`config.mk`:
```
export PLATFORM = sky130hd
export DESIGN_NAME = wb_grf
export DESIGN_NICKNAME = d
export VERILOG_FILES = /design/src/rtl/wb_grf.sv
export SDC_FILE = /design/constraint.sdc
export NUM_CORES = 2
export LEC_CHECK = 0
export CAP_MARGIN = 20
export CORE_MARGIN = 2
export CORE_UTILIZATION = 60
export CTS_CLUSTER_DIAMETER = 30
export DETAILED_ROUTE_END_ITERATION = 12
export PLACE_DENSITY = 0.88
export SLEW_MARGIN = 5
export SYNTH_ARGS = -nofsm -noshare
export SYNTH_HDL_FRONTEND = slang
export SYNTH_SLANG_ARGS = --single-unit
```
`constraint.sdc`:
```
create_clock -name clk -period 4 [get_ports clk]
set_input_delay 0.8 -clock clk [delete_from_list [all_inputs] [get_ports clk]]
set_output_delay 0.8 -clock clk [all_outputs]
set_load 0.05 [all_outputs]
```
`src/rtl/wb_grf.sv`:
```
// MEM/WB pipeline register, writeback mux and 32x32 general register file
// with internal write-to-read bypass, sticky select-error flag and retire counter.
module wb_grf #(
    parameter logic [31:0] RESET_PC = 32'h0000_3000
) (
    input  logic        clk,
    input  logic        reset_n,
    input  logic        stall,
    input  logic        flush,
    input  logic        in_valid,
    input  logic        in_regwrite,
    input  logic [4:0]  in_rt,
    input  logic [4:0]  in_rd,
    input  logic [1:0]  in_a3_sel,
    input  logic [1:0]  in_wd_sel,
    input  logic [31:0] in_alu,
    input  logic [31:0] in_dm,
    input  logic [31:0] in_pc,
    input  logic [4:0]  rd1_addr,
    input  logic [4:0]  rd2_addr,
    output logic [31:0] rd1_data,
    output logic [31:0] rd2_data,
    output logic        wb_we,
    output logic [4:0]  wb_a3,
    output logic [31:0] wb_wd,
    output logic [31:0] wb_pc,
    output logic        sel_err,
    output logic [31:0] retired
);

    logic        valid_q;
    logic        regwrite_q;
    logic [4:0]  rt_q;
    logic [4:0]  rd_q;
    logic [1:0]  a3_sel_q;
    logic [1:0]  wd_sel_q;
    logic [31:0] alu_q;
    logic [31:0] dm_q;
    logic [31:0] pc_q;

    logic [31:0] grf [0:31];
    logic        sel_err_q;
    logic [31:0] retired_q;

    logic [4:0]  a3_dec;
    logic [31:0] wd_dec;
    logic        we_int;
    logic        bad_sel;

    // Flush only needs to kill valid; the payload fields are ignored once valid is low.
    always_ff @(posedge clk) begin
        if (!reset_n) begin
            valid_q    <= 1'b0;
            regwrite_q <= 1'b0;
            rt_q       <= 5'd0;
            rd_q       <= 5'd0;
            a3_sel_q   <= 2'd0;
            wd_sel_q   <= 2'd0;
            alu_q      <= 32'd0;
            dm_q       <= 32'd0;
            pc_q       <= RESET_PC;
        end else if (flush) begin
            valid_q <= 1'b0;
        end else if (!stall) begin
            valid_q    <= in_valid;
            regwrite_q <= in_regwrite;
            rt_q       <= in_rt;
            rd_q       <= in_rd;
            a3_sel_q   <= in_a3_sel;
            wd_sel_q   <= in_wd_sel;
            alu_q      <= in_alu;
            dm_q       <= in_dm;
            pc_q       <= in_pc;
        end
    end

    always_comb begin
        a3_dec = 5'd0;
        wd_dec = 32'd0;
        case (a3_sel_q)
            2'd0:    a3_dec = rt_q;
            2'd1:    a3_dec = rd_q;
            2'd2:    a3_dec = 5'd31;
            default: a3_dec = 5'd0;
        endcase
        case (wd_sel_q)
            2'd0:    wd_dec = alu_q;
            2'd1:    wd_dec = dm_q;
            2'd2:    wd_dec = pc_q + 32'd8;
            default: wd_dec = 32'd0;
        endcase
    end

    assign bad_sel = (a3_sel_q == 2'd3) || (wd_sel_q == 2'd3);

    // A stalled instruction must not write, so it commits exactly once after release.
    assign we_int = reset_n && valid_q && regwrite_q && (a3_dec != 5'd0)
                    && !bad_sel && !stall;

    always_ff @(posedge clk) begin
        if (!reset_n) begin
            for (int i = 0; i < 32; i++) begin
                grf[i] <= 32'd0;
            end
        end else if (we_int) begin
            grf[a3_dec] <= wd_dec;
        end
    end

    always_ff @(posedge clk) begin
        if (!reset_n) begin
            sel_err_q <= 1'b0;
            retired_q <= 32'd0;
        end else begin
            if (valid_q && regwrite_q && !stall && bad_sel) begin
                sel_err_q <= 1'b1;
            end
            if (valid_q && !stall) begin
                retired_q <= retired_q + 32'd1;
            end
        end
    end

    // Reads forward the committing value so a consumer in the same cycle sees it.
    always_comb begin
        rd1_data = 32'd0;
        rd2_data = 32'd0;
        if (reset_n) begin
            if (rd1_addr == 5'd0) begin
                rd1_data = 32'd0;
            end else if (we_int && (rd1_addr == a3_dec)) begin
                rd1_data = wd_dec;
            end else begin
                rd1_data = grf[rd1_addr];
            end
            if (rd2_addr == 5'd0) begin
                rd2_data = 32'd0;
            end else if (we_int && (rd2_addr == a3_dec)) begin
                rd2_data = wd_dec;
            end else begin
                rd2_data = grf[rd2_addr];
            end
        end
    end

    assign wb_we   = we_int;
    assign wb_a3   = reset_n ? a3_dec : 5'd0;
    assign wb_wd   = reset_n ? wd_dec : 32'd0;
    assign wb_pc   = reset_n ? pc_q : RESET_PC;
    assign sel_err = sel_err_q;
    assign retired = retired_q;

endmodule

```
==> results of run 1 <==
per-stage QoR:
step	instance area (sq um)	utilization
floorplan	59600	-
CTS	76000	0.774
detailed placement	67100	0.683
global placement	67100	0.683
timing repair:
action / 4_1_cts
cloned: 7
setup buffers: 49
pin swaps: 42
setup endpoints to repair: 85
resized for setup: 160
layer usage:
layer / global-route usage / overflow
met5: 0.652 / 2
met4: 0.739 / 62
met3: 0.734 / 8
met2: 0.888 / 52
met1: 0.739 / 9
cells by family after synthesis:
group | Yosys count
buffers and inverters | 461
adders and majority gates | 2
xor gates and xnor gates | 56
muxes | 802
DFF | 1169
other | 1
and+or+nand+nor | 1666
AOI/OAI and AO/OA | 366
cells in the mapped netlist, types with 32 or more instances:
cell type | n | share of area
a21oi_1 | 142 | 0.012
or3_1 | 38 | 0.0040
dfxtp_1 | 145 | 0.049
nand2_1 | 315 | 0.020
nor2_1 | 1162 | 0.073
buf_2 | 93 | 0.0078
o22ai_1 | 160 | 0.017
and2_1 | 32 | 0.0034
mux2i_1 | 290 | 0.049
edfxtp_1 | 1024 | 0.52
mux4_2 | 512 | 0.19
clkbuf_1 | 318 | 0.020
==> impl_results.rst, run 1 <==
.. list-table::
   :header-rows: 1

   * - Metric
     - Value
   * - Crit. endpoint post-GRT repair
     - rd1_data[3]
   * - Number of buffer cells added on primary ports
     - 292
   * - Adder-cell area share of the yosys netlist
     - 0.000421
   * - Total grt overflow
     - 133
   * - Die Height
     - 319 um
   * - Simple logic cell fraction of the synthesized area
     - 0.113
   * - Initial Util
     - 0.605
   * - Placed cell count
     - 6,056
   * - Count of warnings emitted by yosys
     - 0
   * - CTS root buf
     - clkbuf_16
   * - Post-cts hold buffer count
     - 0
   * - Cell count after synthesis
     - around 4,500
   * - Pin count of the biggest net entering global routing
     - 80
   * - Type of pin the worst path ends at
     - top-level output
   * - Combined area of all synthesized cells
     - a little under 0.06 sq mm
   * - Post-synth cell types
     - between 50 and 60
   * - Post-synthesis area per instance
     - 13.2 sq um
   * - Mux share of post-synthesis cell area
     - 0.243
   * - Number of enable-type register cells in the synthesized netlist
     - just over 1,000
   * - Run status
     - stopped before the end
   * - Async S/R FF share, synth
     - 0
   * - Ports
     - 293
   * - GPL Wtd Cong
     - 0.973
   * - Clock net sink count
     - 1,169
   * - Placement Rows
     - 115
   * - Post-Synth XOR/XNOR Area
     - 0.00825
   * - Flop and latch count out of synthesis
     - between 1,000 and 1,500
   * - HPWL Detailed
     - 137 mm
   * - Most frequently used flop master after synthesis
     - edfxtp_1
   * - Main combinational cell family by area after synthesis
     - multiplexers
   * - Complex-gate fraction of the synthesized area
     - 0.0375
   * - Post-synthesis sequential area ratio
     - 0.566
   * - TritonCTS buffer count
     - between 200 and 250
   * - Stage where the flow stopped
     - global routing
   * - Width of the die
     - 319 um
   * - Pre-CTS WS
     - -0.340 ns
   * - Count of H-tree levels built during CTS
     - 4
   * - Gr usage total
     - 0.779
   * - Number of buffers on the longest clock path
     - 3
   * - Error that ended the run
     - [ERROR GRT-0232] Routing congestion too high. Check the congestion heatmap in the GUI.
==> run 2, diff against run 1 <==
--- a/config.mk
+++ b/config.mk
@@ -7,10 +7,9 @@
 export LEC_CHECK = 0
 export CAP_MARGIN = 20
 export CORE_MARGIN = 2
-export CORE_UTILIZATION = 60
-export CTS_CLUSTER_DIAMETER = 30
+export CORE_UTILIZATION = 40
 export DETAILED_ROUTE_END_ITERATION = 12
-export PLACE_DENSITY = 0.88
+export PLACE_DENSITY_LB_ADDON = 0.15
 export SLEW_MARGIN = 5
 export SYNTH_ARGS = -nofsm -noshare
 export SYNTH_HDL_FRONTEND = slang
==> run 2 against run 1 <==
Against the previous run:
- the flow now finishes, with violations (setup timing)
- area after synthesis did not move
- synthesized cell count unchanged
==> impl_results.rst, run 2 <==
.. list-table::
   :header-rows: 1

   * - Metric
     - Value
   * - CTS root buf
     - clkbuf_16
   * - HPWL Detailed
     - 148 mm (+8.4%)
   * - F_max
     - 243 MHz
   * - Maximum ir drop on the vdd rail
     - 0.000392 V
   * - Detailed-routing iteration count for the pre-antenna-repair pass
     - 5
   * - Slew of the pin with the lowest slew margin
     - 0.937 ns
   * - Die Height
     - 390 um (+22%)
   * - Leading area contributor after synthesis
     - edfxtp_1
   * - Iteration-0 DRC count of the detailed router
     - 6,161
   * - Most common library cell in the layout ignoring fill and taps
     - nor2_1
   * - Width of the die
     - 390 um (+22%)
   * - Fillers
     - 12,700
   * - Post-synthesis area per instance
     - 13.2 sq um (unchanged)
   * - Dominant cells by area after synthesis
     - edfxtp_1, mux4_2, nor2_1, dfxtp_1, mux2i_1
   * - Max-cap violations
     - 0
   * - Number of enable-type register cells in the synthesized netlist
     - 1,024 (unchanged)
   * - Leading cell types in the layout, fill and taps excluded
     - nor2_1, edfxtp_1, mux4_2
   * - Count of warnings emitted by yosys
     - 0 (unchanged)
   * - Footprint of the multi-input gates
     - 0.0251 sq mm
   * - Share of cells above drive strength 1
     - 0.290
   * - CP most frequent cell
     - buf_12
   * - Combined area of all synthesized cells
     - 0.0595 sq mm (unchanged)
   * - Chain of cells forming the critical path
     - buf_6, o21ba_4, nor3_2, or4b_4, or4_4, buf_12, o21ai_2, buf_12
   * - Worst hold slack after final layout
     - 0.453 ns
   * - Count of final setup violators
     - 52
   * - Worst path max stage delay
     - 0.60 ns
   * - Unrepaired setup endpoints after global routing
     - true
   * - Worst Min Path Start
     - alu_q[18]
   * - Most frequently used flop master after synthesis
     - edfxtp_1
   * - Number of buffers on the longest clock path
     - 3 (unchanged)
   * - Layout Nets
     - 5,132
   * - Via count of the first global-routing pass
     - 42,700
   * - Count of cells along the worst hold path
     - 2
   * - Minimum clock period after layout
     - 4.11 ns
   * - Most common cell in the synthesized netlist
     - nor2_1
   * - Final routed wirelength across all metal layers
     - 233 mm
   * - Number of buffer cells added on primary ports
     - 292 (unchanged)
   * - DIE AREA
     - 0.152 sq mm
   * - Run status
     - complete, but fails checks
   * - Post-synth cell types
     - 57 (unchanged)
   * - R2r setup slk
     - around 0.95 ns
   * - Design area
     - 0.0742 sq mm
   * - Crit path max fanout
     - 25
   * - Slew Viols, Final
     - 0
   * - CTS tree
     - built
   * - Number of endpoints with negative hold slack in the final report
     - 0
   * - DP Area
     - 0.0685 sq mm (+2.1%)
   * - Worst-skew pair later-pin latency
     - 0.79 ns
   * - Fin crit share
     - 1.03
   * - Setup skew after layout
     - 0.0379 ns
   * - Data required time at the worst endpoint
     - between 3 and 4 ns
   * - Routed len/inst
     - 33.2 um
   * - Worst-path clk slew
     - 0.06 ns
   * - Layout overhead on the synthesized area
     - 24.7%
   * - Initial antenna violation count
     - 11
   * - Slowest stage cell on the critical path
     - or4_4
   * - Flip-flop count of the largest register after layout
     - 1,024
   * - Worst min-delay path category
     - register to register
   * - Slew headroom
     - 0.371
   * - Terminus of the critical flop-to-flop path
     - grf[30][11]
   * - Critical path start-end classification
     - register to output port
   * - FF/Latch Area
     - 0.0337 sq mm
   * - # DRC
     - 0
   * - Global-route wire length before repair
     - 325 mm
   * - Data arrival at the endpoint of the critical path
     - 3.31 ns
   * - Ports
     - 293 (unchanged)
   * - Leak pwr
     - 25.9 nW
   * - Pin count of the biggest net entering global routing
     - about 70
   * - Crit path launch type
     - register
   * - Reg-to-Reg Start
     - a3_sel_q[1]
   * - Clock net sink count
     - 1,169 (unchanged)
   * - Residual antenna-violating net count after detailed routing
     - 0
   * - Initial Util
     - 0.403 (-0.202)
   * - Cell count after synthesis
     - 4,523 (unchanged)
   * - TritonCTS buffer count
     - 134 (-35%)
   * - Fraction of the core area covered by cells at the end of the flow
     - 0.502
   * - Vias
     - roughly 44,000
   * - Area share of the leading cell type in the synthesized netlist
     - 0.517 (unchanged)
   * - Post-synthesis sequential area ratio
     - 0.566 (unchanged)
   * - Violated checks
     - setup timing
   * - Count of H-tree levels built during CTS
     - 4 (unchanged)
   * - Placement Rows
     - 141 (+23%)
   * - Largest reg by FF count
     - grf
   * - End of the worst hold path
     - alu_q[18]
   * - Pre-CTS WS
     - -0.293 ns (+0.0466 ns)
   * - Area of the core region
     - 0.148 sq mm
   * - Gr usage total
     - 0.306
   * - Kind of capture point of the worst setup path
     - output port
   * - Cell types with the highest counts after synthesis
     - nor2_1, edfxtp_1, mux4_2
   * - Flop and latch count out of synthesis
     - 1,169 (unchanged)
   * - Total grt overflow
     - 0
   * - GPL Wtd Cong
     - 0.884 (-9.2%)
   * - Async S/R FF share, synth
     - 0 (unchanged)
   * - Count of cells along the worst register-to-register path
     - 8
   * - Routed via count divided by cell count
     - approximately 6.2
   * - PwrDens
     - 406 mW/mm^2
   * - Fin worst setup slack
     - -0.111 ns
-- run 2: cell counts after synthesis --
No cell type changed its count.
-- run 2: report_power, final --
group / switching, mW / internal (mW) / leakage, nW
registers: 0.222 / 13.6 / 11.8
logic: 2.49 / 1.78 / 12.1
clock network: 5.11 / 6.83 / 2.04
total: 7.82 / 22.3 / 25.9
-- run 2: worst max-delay path by stage --
stage / slack [ns] / to / from / cells after the start
finish: -0.11 / rd1_data[1] / a3_sel_q[0] / 8
floorplan: 0.07 / rd1_data[0] / reset_n / 5
global route: -0.19 / rd1_data[1] / a3_sel_q[0] / 8
CTS: -0.14 / rd1_data[1] / a3_sel_q[0] / 8
detailed placement: -0.29 / rd1_data[10] / stall / 12
global placement: -0.27 / rd2_data[18] / stall / 10
-- run 2: cells by family (layout without fill, tap and decap cells) --
logic type	Yosys count	in the layout	share of synthesized area
and+or+nand+nor	1666	1666	0.113
DFF	1169	1169	0.566
muxes	802	802	0.243
buffers and inverters	461	1013	0.0321
AOI/OAI and AO/OA	366	366	0.0375
xor gates and xnor gates	56	56	0.00825
adders and majority gates	2	2	0.000421
other	1	36	0.0000630
-- run 2: area by class of cell --
cell class / count / share of cell area
clock buffer: 173 / 0.0487
antenna: 4 / 0.000135
tap: 1930 / 0.0326
multi-input combinational: 2924 / 0.339
clock inverter: 65 / 0.00744
inverter: 18 / 0.00123
sequential: 1169 / 0.454
timing repair buffer: 757 / 0.117
-- run 2: per-stage QoR --
| step | setup TNS (ns) | instances | power, mW |
|---|---|---|---|
| 6_report | -3.04 | 7040 | 30.1 |
| 3_5_place_dp | -13.22 | 6758 | 18.2 |
| 2_1_floorplan | 0 | 4554 | 16.3 |
| 3_3_place_gp | -13.42 | 6758 | 18.1 |
| 5_1_grt | -6.89 | 7039 | 30.9 |
| 4_1_cts | -4.45 | 7033 | 30.1 |
-- run 2: per-layer routing --
layer  share of wire  wire length (um)  GRT usage
met4           0.049             11400      0.136
met1            0.38             89700      0.415
met3            0.12             26900     0.0747
met2            0.45            105000      0.468
met5         0.00012                28          0
-- run 2: critical path, delay by kind of cell, from the launching register on --
kind / cells / cell delay [ns]
flops: 1 / 0.36
compound gates: 2 / 0.44
buf+inv: 3 / 0.53
simple gates: 3 / 1.17
-- run 2: repair_timing --
item / CTS / global route
hold buffers: 0 / 0
setup endpoints to repair: 79 / 75
gates cloned: 6 / 1
setup buffers: 32 / 6
resized for setup: 143 / 73
pin swaps: 19 / 19
Note: power is estimated with default switching activity, not from simulation.
